File: src/rtl/breg_pkg.sv
// Shared definitions for the R-type register-bank sequencer: opcode/funct
// codes, FSM state encoding and instruction field extraction helpers.
package breg_pkg;

    localparam int DW_DEFAULT   = 32;
    localparam int AWID_DEFAULT = 5;

    localparam logic [5:0] OP_RTYPE = 6'h00;

    localparam logic [5:0] F_ADD = 6'h20;
    localparam logic [5:0] F_SUB = 6'h22;
    localparam logic [5:0] F_AND = 6'h24;
    localparam logic [5:0] F_OR  = 6'h25;
    localparam logic [5:0] F_NOR = 6'h27;
    localparam logic [5:0] F_SLT = 6'h2A;

    typedef enum logic [1:0] {
        IDLE = 2'd0,
        READ = 2'd1,
        EXEC = 2'd2,
        WB   = 2'd3
    } state_t;

    function automatic logic [5:0] f_op(input logic [31:0] w);
        return w[31:26];
    endfunction

    function automatic logic [4:0] f_rs(input logic [31:0] w);
        return w[25:21];
    endfunction

    function automatic logic [4:0] f_rt(input logic [31:0] w);
        return w[20:16];
    endfunction

    function automatic logic [4:0] f_rd(input logic [31:0] w);
        return w[15:11];
    endfunction

    function automatic logic [5:0] f_funct(input logic [31:0] w);
        return w[5:0];
    endfunction

endpackage

File: src/rtl/breg_alu.sv
// Combinational R-type ALU. Arithmetic wraps modulo 2^DW; any funct outside
// the supported set reports legal=0 with a zero result.
module breg_alu
    import breg_pkg::*;
#(
    parameter int DW = 32
) (
    input  logic [DW-1:0] a,
    input  logic [DW-1:0] b,
    input  logic [5:0]    funct,
    output logic [DW-1:0] y,
    output logic          legal
);

    // Decode funct and compute the operation result.
    always_comb begin
        y     = {DW{1'b0}};
        legal = 1'b0;
        case (funct)
            F_ADD: begin
                y     = a + b;
                legal = 1'b1;
            end
            F_SUB: begin
                y     = a - b;
                legal = 1'b1;
            end
            F_AND: begin
                y     = a & b;
                legal = 1'b1;
            end
            F_OR: begin
                y     = a | b;
                legal = 1'b1;
            end
            F_NOR: begin
                y     = ~(a | b);
                legal = 1'b1;
            end
            F_SLT: begin
                y     = {{(DW-1){1'b0}}, ($signed(a) < $signed(b))};
                legal = 1'b1;
            end
            default: begin
                y     = {DW{1'b0}};
                legal = 1'b0;
            end
        endcase
    end

endmodule

File: src/rtl/breg_rtype_sequencer.sv
// Sequencer that takes one R-type instruction per handshake, reads rs/rt from
// the register bank, executes funct and writes the result back to rd.
// IDLE -> READ -> EXEC -> WB, one cycle each; all outputs are registered.
module breg_rtype_sequencer
    import breg_pkg::*;
#(
    parameter int DW   = 32,
    parameter int AWID = 5
) (
    input  logic            clk,
    input  logic            rst,
    input  logic            in_valid,
    output logic            in_ready,
    input  logic [31:0]     instr,
    output logic [AWID-1:0] RA1,
    output logic [AWID-1:0] RA2,
    input  logic [DW-1:0]   DR1,
    input  logic [DW-1:0]   DR2,
    output logic [AWID-1:0] AW,
    output logic [DW-1:0]   Di,
    output logic            RegWrite,
    output logic            done,
    output logic            err,
    output logic [DW-1:0]   result
);

    state_t          state_r;
    state_t          state_next_s;
    logic [31:0]     instr_r;
    logic [DW-1:0]   opa_r;
    logic [DW-1:0]   opb_r;
    logic [DW-1:0]   result_r;
    logic [AWID-1:0] ra1_r;
    logic [AWID-1:0] ra2_r;
    logic [AWID-1:0] aw_r;
    logic            in_ready_r;
    logic            regwrite_r;
    logic            done_r;
    logic            err_r;

    logic            accept_s;
    logic [DW-1:0]   alu_y_s;
    logic            alu_legal_s;
    logic            legal_s;
    logic            rd_nonzero_s;
    logic            shamt_unused_s;

    assign accept_s       = (state_r == IDLE) && in_valid && in_ready_r;
    assign legal_s        = alu_legal_s && (f_op(instr_r) == OP_RTYPE);
    assign rd_nonzero_s   = (f_rd(instr_r) != 5'd0);
    // The shamt field has no meaning for the supported operations.
    assign shamt_unused_s = ^instr_r[10:6];

    breg_alu #(
        .DW (DW)
    ) u_alu (
        .a     (opa_r),
        .b     (opb_r),
        .funct (f_funct(instr_r)),
        .y     (alu_y_s),
        .legal (alu_legal_s)
    );

    // State register.
    always_ff @(posedge clk) begin
        if (rst) begin
            state_r <= IDLE;
        end else begin
            state_r <= state_next_s;
        end
    end

    // Next-state logic: wait for a handshake, then walk the fixed pipeline.
    always_comb begin
        state_next_s = state_r;
        case (state_r)
            IDLE: begin
                if (accept_s) begin
                    state_next_s = READ;
                end else begin
                    state_next_s = IDLE;
                end
            end
            READ:    state_next_s = EXEC;
            EXEC:    state_next_s = WB;
            WB:      state_next_s = IDLE;
            default: state_next_s = IDLE;
        endcase
    end

    // Instruction/operand capture, execution and registered port drive.
    // Strobes are loaded on the edge entering WB so they are high in WB only.
    always_ff @(posedge clk) begin
        if (rst) begin
            instr_r    <= 32'd0;
            opa_r      <= {DW{1'b0}};
            opb_r      <= {DW{1'b0}};
            result_r   <= {DW{1'b0}};
            ra1_r      <= {AWID{1'b0}};
            ra2_r      <= {AWID{1'b0}};
            aw_r       <= {AWID{1'b0}};
            in_ready_r <= 1'b1;
            regwrite_r <= 1'b0;
            done_r     <= 1'b0;
            err_r      <= 1'b0;
        end else begin
            in_ready_r <= (state_next_s == IDLE);
            regwrite_r <= 1'b0;
            done_r     <= 1'b0;
            err_r      <= 1'b0;
            case (state_r)
                IDLE: begin
                    if (accept_s) begin
                        instr_r <= instr;
                        ra1_r   <= AWID'(f_rs(instr));
                        ra2_r   <= AWID'(f_rt(instr));
                    end
                end
                READ: begin
                    opa_r <= DR1;
                    opb_r <= DR2;
                end
                EXEC: begin
                    if (legal_s) begin
                        result_r <= alu_y_s;
                    end
                    aw_r       <= AWID'(f_rd(instr_r));
                    done_r     <= 1'b1;
                    err_r      <= ~legal_s;
                    regwrite_r <= legal_s && rd_nonzero_s;
                end
                WB: begin
                    done_r <= 1'b0;
                end
                default: begin
                    done_r <= 1'b0;
                end
            endcase
        end
    end

    assign in_ready = in_ready_r;
    assign RA1      = ra1_r;
    assign RA2      = ra2_r;
    assign AW       = aw_r;
    assign Di       = result_r;
    assign result   = result_r;
    assign RegWrite = regwrite_r;
    assign done     = done_r;
    assign err      = err_r;

endmodule

File: config.mk
export PLATFORM = sky130hd
export DESIGN_NAME = breg_rtype_sequencer
export DESIGN_NICKNAME = d
export VERILOG_FILES = /design/src/rtl/breg_pkg.sv /design/src/rtl/breg_alu.sv /design/src/rtl/breg_rtype_sequencer.sv
export SDC_FILE = /design/constraint.sdc
export NUM_CORES = 1
export LEC_CHECK = 0
export BUFFER_PORTS_ARGS = -buffer_cell sky130_fd_sc_hd__buf_2
export CAP_MARGIN = 15
export CORE_MARGIN = 10
export CORE_UTILIZATION = 55
export DETAILED_ROUTE_END_ITERATION = 8
export PLACE_DENSITY_LB_ADDON = 0.2
export SETUP_SLACK_MARGIN = 0.05
export SYNTH_ARGS = -nofsm -noshare
export SYNTH_HDL_FRONTEND = slang
export SYNTH_SLANG_ARGS = --single-unit
export TNS_END_PERCENT = 20
File: constraint.sdc
create_clock -name clk -period 3 [get_ports clk]
set_clock_uncertainty 0.05 [all_clocks]
set_input_delay 0.6 -clock clk [delete_from_list [all_inputs] [get_ports clk]]
set_output_delay 0.6 -clock clk [all_outputs]
set_load 0.02 [all_outputs]
==> metrics.txt <==
Final min period 2970 ps; CTS tree done; CP required 3230 ps; setup ws final 33.8 ps; Core Region 0.0181 mm2; Ports 182; Tcrit/Tclk final 0.989; WS Path Type reg2reg; Hold Path Class in2reg; # diodes 0; Setup Total Neg Slack 0 ps; Sequential Area 0.00269 mm2; Mapped Area 0.0102 mm2; Die X-Extent 156 um; Fillers 1504; Setup violations, final 0; layout net count 1671; Post-Route Utilization 0.694; row cnt 49; multi-input logic area 0.00694 mm2; Sw Pwr 4.11 mW; pin count of the biggest net entering global routing 71; count of clock tree sinks 134; worst-margin pin slew 774 ps; post-synthesis async set-or-reset flop share 0; Clock Power Share 0.216; Mapped Nets 1497; Final Power 9.61 mW; relative slew slack 0.484; # port buffers 176; max cap viols 0; vias in the first global route 9854; Synth-to-Final Area Change 23.7%; hold_buf cts 0; first-pass iteration count of the detailed router 6; H-tree depth 4; worst path arrival time 3200 ps; min-delay src DR1[7]; Leak Pwr 5.21 nW; HPWL after DPL 22200 um; DR WL/cell 17.9 um; Seq/Total Area, Yosys 0.264; critical path endpoint category register; total number of vias 9812; Reg power frac 0.229; starting density of the core 0.561; depth of the worst hold-timing path 3; Worst R2R End Di[30]; Reg clk slew, reported paths 70 ps; Syn Inst Count 1293; gr busiest metal met2; number of flops mapped to enable cells by yosys 0; worst-skew pair later-pin latency 440 ps; DRC 0; RSZ-0062 raised after global routing yes; remaining antenna violation count 0; Fin. Hold Viols 0; Routed Wire Length 30500 um; share of layout cells above drive strength 1 0.280; grt met1 use 0.279; total grt overflow 0; r2r startpoint opb_r[0]; Worst VDD drop 0.525 mV; Sw Ratio 0.428; P_int 5.50 mW; fmax 337 MHz; met2 Track Usage GR 0.426; Main synth FF type dfxtp_1; GRT met3 Usage 0.0549; routed vias/inst 5.74; DP Area 0.0114 mm2; Max Transition Viols Final 0; hold path endpoint opa_r[7]; PwrDens 765 mW/mm2; GPL Wtd Cong 0.945; initial antenna violation count 0; flop-to-flop setup slack 30 ps; CTS max path bufs 2; First DRT Iteration DRCs 717; Yosys warnings 0; Die Area 0.0243 mm2; FF-to-FF path depth 11; Setup crit start opb_r[0]; count of different cell masters after synthesis 75; CTS Buf Count 17; outcome complete, no violations; Final Cell Area 0.0126 mm2; Startpoint Class register; pre-CTS setup slack -157 ps; crit-path max FO 3; Die Y 156 um; Comb power frac 0.555; syn avg cell area 7.85 um2; global-route wire length before repair 48900 um; GRT Overall Usage 0.242; FF+latch count, synth 134; Clock Root Buffer clkbuf_16
per-stage QoR:
step / cells / hold WS [ps]
2_1_floorplan: 1293 / 381
3_3_place_gp: 1667 / 389
3_5_place_dp: 1667 / 394
4_1_cts: 1701 / 342
5_1_grt: 1709 / 341
6_report: 1709 / 345
cells in the final DEF (no fill, tap or decap), drive strengths merged, types with 4 or more instances in the layout:
| cell | n |
|---|---|
| mux2i | 78 |
| a32oi | 4 |
| nand4 | 6 |
| nand3 | 15 |
| inv | 107 |
| nand2b | 9 |
| nor2b | 9 |
| nor4 | 11 |
| a21o | 7 |
| a21boi | 5 |
| a31oi | 14 |
| ha | 103 |
| nand2 | 89 |
| o21bai | 9 |
| and3 | 7 |
| xor2 | 4 |
| dfxtp | 134 |
| o21ai | 63 |
| a211oi | 14 |
| o221ai | 13 |
| xnor2 | 59 |
| buf | 278 |
| a221oi | 6 |
| nor3 | 37 |
| o31ai | 12 |
| a22oi | 33 |
| clkbuf | 18 |
| o211ai | 9 |
| nor2 | 161 |
| a21oi | 110 |
how the worst max path moves through the flow:
stage              to  cells after the start  slack, ps
2_1_floorplan  Di[30]                     11        230
3_3_place_gp   Di[30]                     11        -90
3_5_place_dp    Di[0]                     13       -160
4_1_cts         Di[0]                     13          3
5_1_grt         Di[0]                     13        -40
6_report       Di[30]                     11         30
power by group through the flow:
stage / clock, mW / sequential [mW] / combinational, mW
3_3_place_gp: 0 / 2.21 / 4.52
2_1_floorplan: 0 / 2.22 / 3.19
4_1_cts: 2.10 / 2.19 / 4.77
5_1_grt: 2.17 / 2.23 / 5.78
3_5_place_dp: 0 / 2.23 / 4.56
6_report: 2.08 / 2.20 / 5.33
routing by layer:
metal  up-vias  wire (um)
met4         0        925
li1       4783          -
met1      4581      12700
met2       373      14900
met3        75       1970
met5         -          0
Yosys cell counts, drive strengths merged (4+ instances only):
cell type	count	area, um2
o21ai	63	319
a31oi	14	100
o21bai	9	67.6
a221oi	6	52.6
a22oi	33	248
nor2b	9	58.8
clkbuf	55	206
a21o	7	52.6
ha	103	1290
nand2	89	334
nor3	37	196
xor2	4	35.0
mux2i	78	781
nor4	11	75.1
a21oi	110	558
and3	7	43.8
nor2	161	604
o31ai	12	100
a21boi	5	37.5
nand2b	9	56.3
nand3	15	75.1
xnor2	59	517
nand4	6	37.5
buf	68	450
dfxtp	134	2680
o211ai	9	72.6
a32oi	4	35.0
a211oi	14	120
o221ai	13	120
inv	99	372
kinds of logic after synthesis:
family	Yosys count	share of synthesized area
mux	78	0.0769
compound gates	329	0.213
flops	134	0.264
xor+xnor	63	0.0544
fa+ha+maj	105	0.131
buf+inv	222	0.101
simple gates	362	0.159
flip-flops by register name, indices dropped and copies added (netlist names):
| signal | count |
|---|---|
| opb_r | 32 |
| instr_r | 27 |
| opa_r | 32 |
| err | 1 |
| in_ready | 1 |
| done | 1 |
| Di | 32 |
| AW | 5 |
| state_r | 2 |
| RegWrite | 1 |
worst max-delay path, stage by stage (launching register included):
cell,delay [ps]
dfxtp_2,340
ha_2,190
fa_2,410
a211oi_2,280
o211ai_2,130
or4b_4,270
a31oi_4,100
a211oi_2,340
a21oi_2,100
or3_1,330
a31oi_2,200
nor3_1,70
timing repair:
| item | 4_1_cts | 5_1_grt |
|---|---|---|
| endpoints found under the hold margin | 0 | 0 |
| resized for setup | 17 | 87 |
| pin swaps | 7 | 35 |
| setup endpoints to repair | 16 | 21 |
| setup buffers | 2 | 8 |
area by class of cell:
type,count,area share
tap,229,0.0228
timing repair buffer,278,0.135
clock inverter,14,0.0105
multi-input combinational,937,0.553
sequential,134,0.214
inverter,99,0.0296
clock buffer,18,0.0350
Note: power is estimated with default switching activity, not from simulation.
